<file path="src/rtl/rvfi_liveness_pkg.sv">
// rvfi_liveness_pkg: shared state encoding and order width for the liveness sequencer
package rvfi_liveness_pkg;
  localparam int ORDER_W = 64;
  typedef enum logic [1:0] {
    S_RESET  = 2'd0,
    S_WAIT   = 2'd1,
    S_WINDOW = 2'd2,
    S_DONE   = 2'd3
  } state_t;
endpackage

</file>
<file path="src/rtl/rvfi_order_match.sv">
// rvfi_order_match: flags any retire channel carrying a valid instruction of the target order
module rvfi_order_match
  import rvfi_liveness_pkg::*;
#(
  parameter int NRET = 1
) (
  input  logic [NRET-1:0]         i_valid,
  input  logic [ORDER_W*NRET-1:0] i_order,
  input  logic [ORDER_W-1:0]      i_target,
  output logic                    o_hit
);
  always_comb begin
    o_hit = 1'b0;
    for (int i = 0; i < NRET; i++)
      o_hit = o_hit | (i_valid[i] && i_order[ORDER_W*i +: ORDER_W] == i_target);
  end
endmodule

</file>
<file path="src/rtl/rvfi_liveness_sequencer.sv">
// rvfi_liveness_sequencer: drives liveness-checker reset/trig/check from the RVFI retire stream
module rvfi_liveness_sequencer
  import rvfi_liveness_pkg::*;
#(
  parameter int NRET         = 1,
  parameter int CHANNEL_IDX  = 0,
  parameter int RESET_CYCLES = 1,
  parameter int TRIG_CYCLE   = 10,
  parameter int CHECK_CYCLES = 20,
  parameter int CNT_W        = 16
) (
  input  logic                    i_clock,
  input  logic                    i_reset,
  input  logic [NRET-1:0]         i_rvfi_valid,
  input  logic [NRET-1:0]         i_rvfi_halt,
  input  logic [ORDER_W*NRET-1:0] i_rvfi_order,
  output logic                    o_chk_reset,
  output logic                    o_trig,
  output logic                    o_check,
  output logic [ORDER_W-1:0]      o_trig_order,
  output logic                    o_next_seen,
  output logic                    o_done,
  output logic [1:0]              o_state
);
  localparam logic [CNT_W-1:0] RST_LAST = CNT_W'(RESET_CYCLES - 1);
  localparam logic [CNT_W-1:0] TRIG_AT  = CNT_W'(TRIG_CYCLE);
  localparam logic [CNT_W-1:0] CHK_LAST = CNT_W'(CHECK_CYCLES - 1);

  if (CHANNEL_IDX >= NRET || CHANNEL_IDX < 0) begin : g_bad_channel
    $error("CHANNEL_IDX must be in 0..NRET-1");
  end
  if (RESET_CYCLES < 1) begin : g_bad_reset
    $error("RESET_CYCLES must be >= 1");
  end
  if (CHECK_CYCLES < 1) begin : g_bad_check
    $error("CHECK_CYCLES must be >= 1");
  end

  state_t               r_state;
  logic [CNT_W-1:0]     r_cnt;
  logic [ORDER_W-1:0]   r_trig_order;
  logic                 r_next_seen;
  logic [ORDER_W-1:0]   w_ch_order;
  logic [ORDER_W-1:0]   w_target;
  logic                 w_hit;
  logic                 w_trig;
  logic                 w_unused;

  assign w_ch_order = i_rvfi_order[ORDER_W*CHANNEL_IDX +: ORDER_W];
  assign w_trig     = r_state == S_WAIT && r_cnt == TRIG_AT &&
                      i_rvfi_valid[CHANNEL_IDX] && !i_rvfi_halt[CHANNEL_IDX];
  // In the trig cycle the successor is searched relative to the order being sampled now
  assign w_target   = (r_state == S_WAIT ? w_ch_order : r_trig_order) + 64'd1;
  assign w_unused   = ^i_rvfi_halt;

  rvfi_order_match #(.NRET(NRET)) u_match (
    .i_valid  (i_rvfi_valid),
    .i_order  (i_rvfi_order),
    .i_target (w_target),
    .o_hit    (w_hit)
  );

  always_ff @(posedge i_clock or posedge i_reset) begin
    if (i_reset) begin
      r_state      <= S_RESET;
      r_cnt        <= '0;
      r_trig_order <= '0;
      r_next_seen  <= 1'b0;
    end else begin
      case (r_state)
        S_RESET: begin
          r_state <= r_cnt == RST_LAST ? S_WAIT : S_RESET;
          r_cnt   <= r_cnt == RST_LAST ? '0 : r_cnt + 1'b1;
        end
        S_WAIT: begin
          if (w_trig) begin
            r_state      <= S_WINDOW;
            r_cnt        <= '0;
            r_trig_order <= w_ch_order;
            r_next_seen  <= r_next_seen | w_hit;
          end else if (r_cnt != TRIG_AT) begin
            r_cnt <= r_cnt + 1'b1;
          end
        end
        S_WINDOW: begin
          r_next_seen <= r_next_seen | w_hit;
          r_state     <= r_cnt == CHK_LAST ? S_DONE : S_WINDOW;
          r_cnt       <= r_cnt == CHK_LAST ? r_cnt : r_cnt + 1'b1;
        end
        default: ;
      endcase
    end
  end

  assign o_chk_reset  = r_state == S_RESET;
  assign o_trig       = w_trig;
  assign o_check      = r_state == S_WINDOW && r_cnt == CHK_LAST;
  assign o_trig_order = r_trig_order;
  assign o_next_seen  = r_next_seen;
  assign o_done       = r_state == S_DONE;
  assign o_state      = r_state;
endmodule

</file>
<file path="config.mk">
export PLATFORM = sky130hd
export DESIGN_NAME = rvfi_liveness_sequencer
export DESIGN_NICKNAME = d
export VERILOG_FILES = /design/src/rtl/rvfi_liveness_pkg.sv /design/src/rtl/rvfi_order_match.sv /design/src/rtl/rvfi_liveness_sequencer.sv
export SDC_FILE = /design/constraint.sdc
export NUM_CORES = 1
export LEC_CHECK = 0
export ABC_AREA = 1
export CAP_MARGIN = 10
export CORE_UTILIZATION = 30
export DETAILED_ROUTE_END_ITERATION = 10
export SLEW_MARGIN = 20
export SYNTH_ARGS = -nofsm -noshare
export SYNTH_HDL_FRONTEND = slang
export SYNTH_SLANG_ARGS = --single-unit
</file>
<file path="constraint.sdc">
create_clock -name i_clock -period 3.6 [get_ports i_clock]
set_clock_uncertainty 0.05 [all_clocks]
set_input_delay 0.9 -clock i_clock [delete_from_list [all_inputs] [get_ports i_clock]]
set_output_delay 0.9 -clock i_clock [all_outputs]
set_load 0.005 [all_outputs]
</file>
==> results list <==
* Final count of hold timing violations: 0
- 139 I/O pins were placed.
* Number of standard cells after synthesis: 1495
- Worst r2r path cells: 22
- TritonCTS buffer count: 9
- Crit path capture: o_trig
- The most critical setup path has its startpoint at i_rvfi_valid.
* Required time reported for the critical path endpoint: 2650 ps
* Fraction of the mapped netlist area in compound gates: 8.22%
- After synthesis, the largest family of logic cells by area is simple AND/OR/NAND/NOR gates.
* Average size of a mapped cell: 5.55 um^2
- Dividing total power by cell area gives a power density of 205 nW/um^2.
- Root Buffer: clkbuf_16
* Proportion of synthesized area in mux cells: 0%
* # port buffers: 138
- In this run the number of H-tree levels came out at 3.
- Routed via count divided by cell count: 4.71
* Overall routing resource usage: 21.3%
* Number of cell rows: 60
- Leaving out fill and tap cells, the most frequent cell in the layout is nand2_1.
* Fin area: 10900 um^2
- Compared with the post-synthesis result, the final layout area differs by 31.2%.
- In this run, synthesis inferred 0 flip-flops with an integrated enable.
- Final min period: 3440 ps
- Clock latency on the worst-skew pair: 360 ps
- The clock drives 83 sinks.
- For this configuration, the core starts out at a cell density of 30.7%.
* Total count of max-transition violations in the final report: 0
* Antenna Violating Nets Remaining: 0
- Portion of synthesized cell area occupied by the leading cell type: 29.9%
* Data arrival, critical path: 2490 ps
- In this run the deepest clock path goes through 2 buffers.
- For this run, the number of Yosys warnings is 0.
- The worst setup path is of the primary input to output pin kind.
* Area of the die: 28300 um^2
- After legalization and detailed placement, the total HPWL measured 24.3 mm.
- Setup violations remaining at the end of the flow were counted as 0.
- The min-delay analysis places its worst path in the category register to register.
* Via Count: 9511
* DRT met1 WL: 14.5 mm
- STA classifies the critical path startpoint as a primary input.
- After synthesis, the cell types taking the most area are nand2_1, dfrtp_1, inv_1, nor2_1, nand3_1.
* First DRT Iteration DRCs: 728
* Critical path endpoint category: output pin
- In this run the register-to-register setup slack is 280 ps.
- Entering global routing, the biggest net connects 78 pins.
- In this run the static leakage power is 5.17 nW.
* Result of the run: completed
- Die boundary width: 168 um
- In the routed design, unresolved DRC markers number 0.
- RR Startpoint: o_state[1]
- Share of cells above drive strength 1: 8.45%
- In this run the worst path has a maximum fanout of 7.
- Counting every net in the synthesized netlist gives 1571.
- Post-Synth Adder-Cell Area: 1.21%
- After detailed routing, the average wire length per cell comes to 14.9 um.
- At the end of the flow, the number of nets in the layout was 1751.
* Wire length on met3: 1.73 mm
- The die is 168 um tall.
- Dominant cell type by area after synthesis: nand2_1
* Number of buffers added to fix hold violations after cts: 0
- At the pin with the least slew margin, the transition time is 703 ps.
* Inserted Diodes: 0
- Of the total synthesized cell area, the portion taken by AND, OR, NAND and NOR gates is 50.3%.
- Drt pass-1 iters: 6
* Critical R2R Capture: o_next_seen
* Total wire length: 30.2 mm
* Uppermost layer routed: met5
* Post-synthesis cell type count: 39
- Summed over all layers, the global routing overflow is 0.
* Post-DP Area: 10400 um^2
- For this run, the leading register cell type out of synthesis is dfrtp_1.
- GPL Wtd Cong: 0.967
- Global-route wire length before repair: 47.1 mm
- Vias in the first global route: 8837
- Headroom to the max-slew limit came out at 53.1%.
* Antenna violations before repair: 1
- Clock tree from TritonCTS: done
- Placeable core region: 27000 um^2
- Based on the critical path, the design can be clocked at up to 291 MHz.
- Most used cells in the layout excluding fill and tap cells: nand2_1, inv_1, nor2_1
- Portion of the post-synthesis area used by sequential elements: 25.0%
- Summing the areas of all xor and xnor instances in the mapped netlist gives 3.93% of the synthesized area.
- Clock-pin slew was measured on the worst setup and hold paths at 70 ps.
- Yosys reg bits: 83
- Area of the mapped netlist: 8300 um^2
- Number of maximum-capacitance constraint violations: 0
* Period Utilization, post-route: 95.4%
* Total Power: 2.24 mW
- Share of flip-flops with an asynchronous set or reset: 100%
- After detailed routing, the met2 layer carries 13.4 mm of wire.
- Worst IR Drop VDD: 0.228 mV
## sequential cells by signal, indices dropped and copies added (netlist names)
| register | count |
|---|---|
| o_next_seen | 1 |
| r_cnt | 16 |
| o_state | 2 |
| o_trig_order | 64 |
## routing by layer
metal / track usage (%) / vias to the layer above
met5: 0 / -
met2: 34.3 / 257
met3: 3.08 / 32
met4: 4.82 / 2
li1: - / 4963
met1: 29.8 / 4257
## how the worst min path moves through the flow
| stage | end | start | slack [ps] | cells past startpoint |
|---|---|---|---|---|
| after CTS | o_trig_order[45] | o_trig_order[45] | 470 | 2 |
| after floorplan | o_next_seen | o_next_seen | 410 | 2 |
| final | o_trig_order[45] | o_trig_order[45] | 470 | 2 |
| after global routing | o_trig_order[52] | o_trig_order[52] | 500 | 2 |
| after global placement | o_trig_order[16] | o_trig_order[16] | 450 | 2 |
| after detailed placement | o_trig_order[45] | o_trig_order[45] | 450 | 2 |
## cell type report
cell class | count | area, um^2
flip-flops and latches | 83 | 2080
repair buffers | 203 | 1980
clock inverters | 7 | 104
fillers | 2982 | 16100
multi-input cells | 1184 | 5340
inverters | 194 | 734
well taps | 341 | 427
clock buffers | 9 | 225
## power by group
group	total (mW)	switching [mW]	leakage, nW	internal (mW)
clock network	1.08	0.461	0.161	0.621
registers	0.932	0	1.12	0.932
logic	0.224	0.116	3.89	0.108
total	2.24	0.577	5.17	1.66
## worst max-delay path, stage by stage
cell and delay, ps:
clkdlybuf4s50_1 450, inv_1 60, nor3_1 270, nand3_4 150
inv_1 140, clkdlybuf4s50_1 510
## through the flow
| stage | hold slack [ps] | setup TNS, ps | setup slack, ps | util, % | std cells |
|---|---|---|---|---|---|
| after global placement | 447 | -50.6 | -50.6 | 38.6 | 2001 |
| after global routing | 501 | -0.104 | -0.104 | 40.3 | 2021 |
| after floorplan | 407 | 0 | 513 | - | 1495 |
| after detailed placement | 451 | -90.4 | -90.4 | 38.6 | 2001 |
| after CTS | 468 | 0 | 120 | 39.8 | 2017 |
| final | 466 | 0 | 164 | 40.3 | 2021 |
## timing repair
action	in CTS	in global routing
gates resized for setup	0	15
endpoints found under the setup margin	0	1
buffers inserted	0	2
## cell families after synthesis
group,count (synthesis)
adders and majority gates,8
DFF,83
and+or+nand+nor,1018
AOI/OAI and AO/OA,127
xor gates and xnor gates,31
buffers and inverters,228
## synth_stat cells, types with 3 or more instances
cell      count
nand3b_1      8
xnor2_1       7
clkbuf_1     13
o21ai_0      89
nor3_1        9
inv_2         6
o21ai_1       8
inv_1       186
a21oi_1      11
nand2_2      13
o22ai_1       5
nor2_2       20
nor2_4        5
o21a_1        3
buf_2         6
buf_4         4
ha_1          8
nand4_1      13
xnor3_1       4
nand3_1     104
buf_1         3
dfrtp_1      83
xor2_1       20
nand2_1     660
nor2_1      180
buf_6         8
Note: power is estimated with default switching activity, not from simulation.
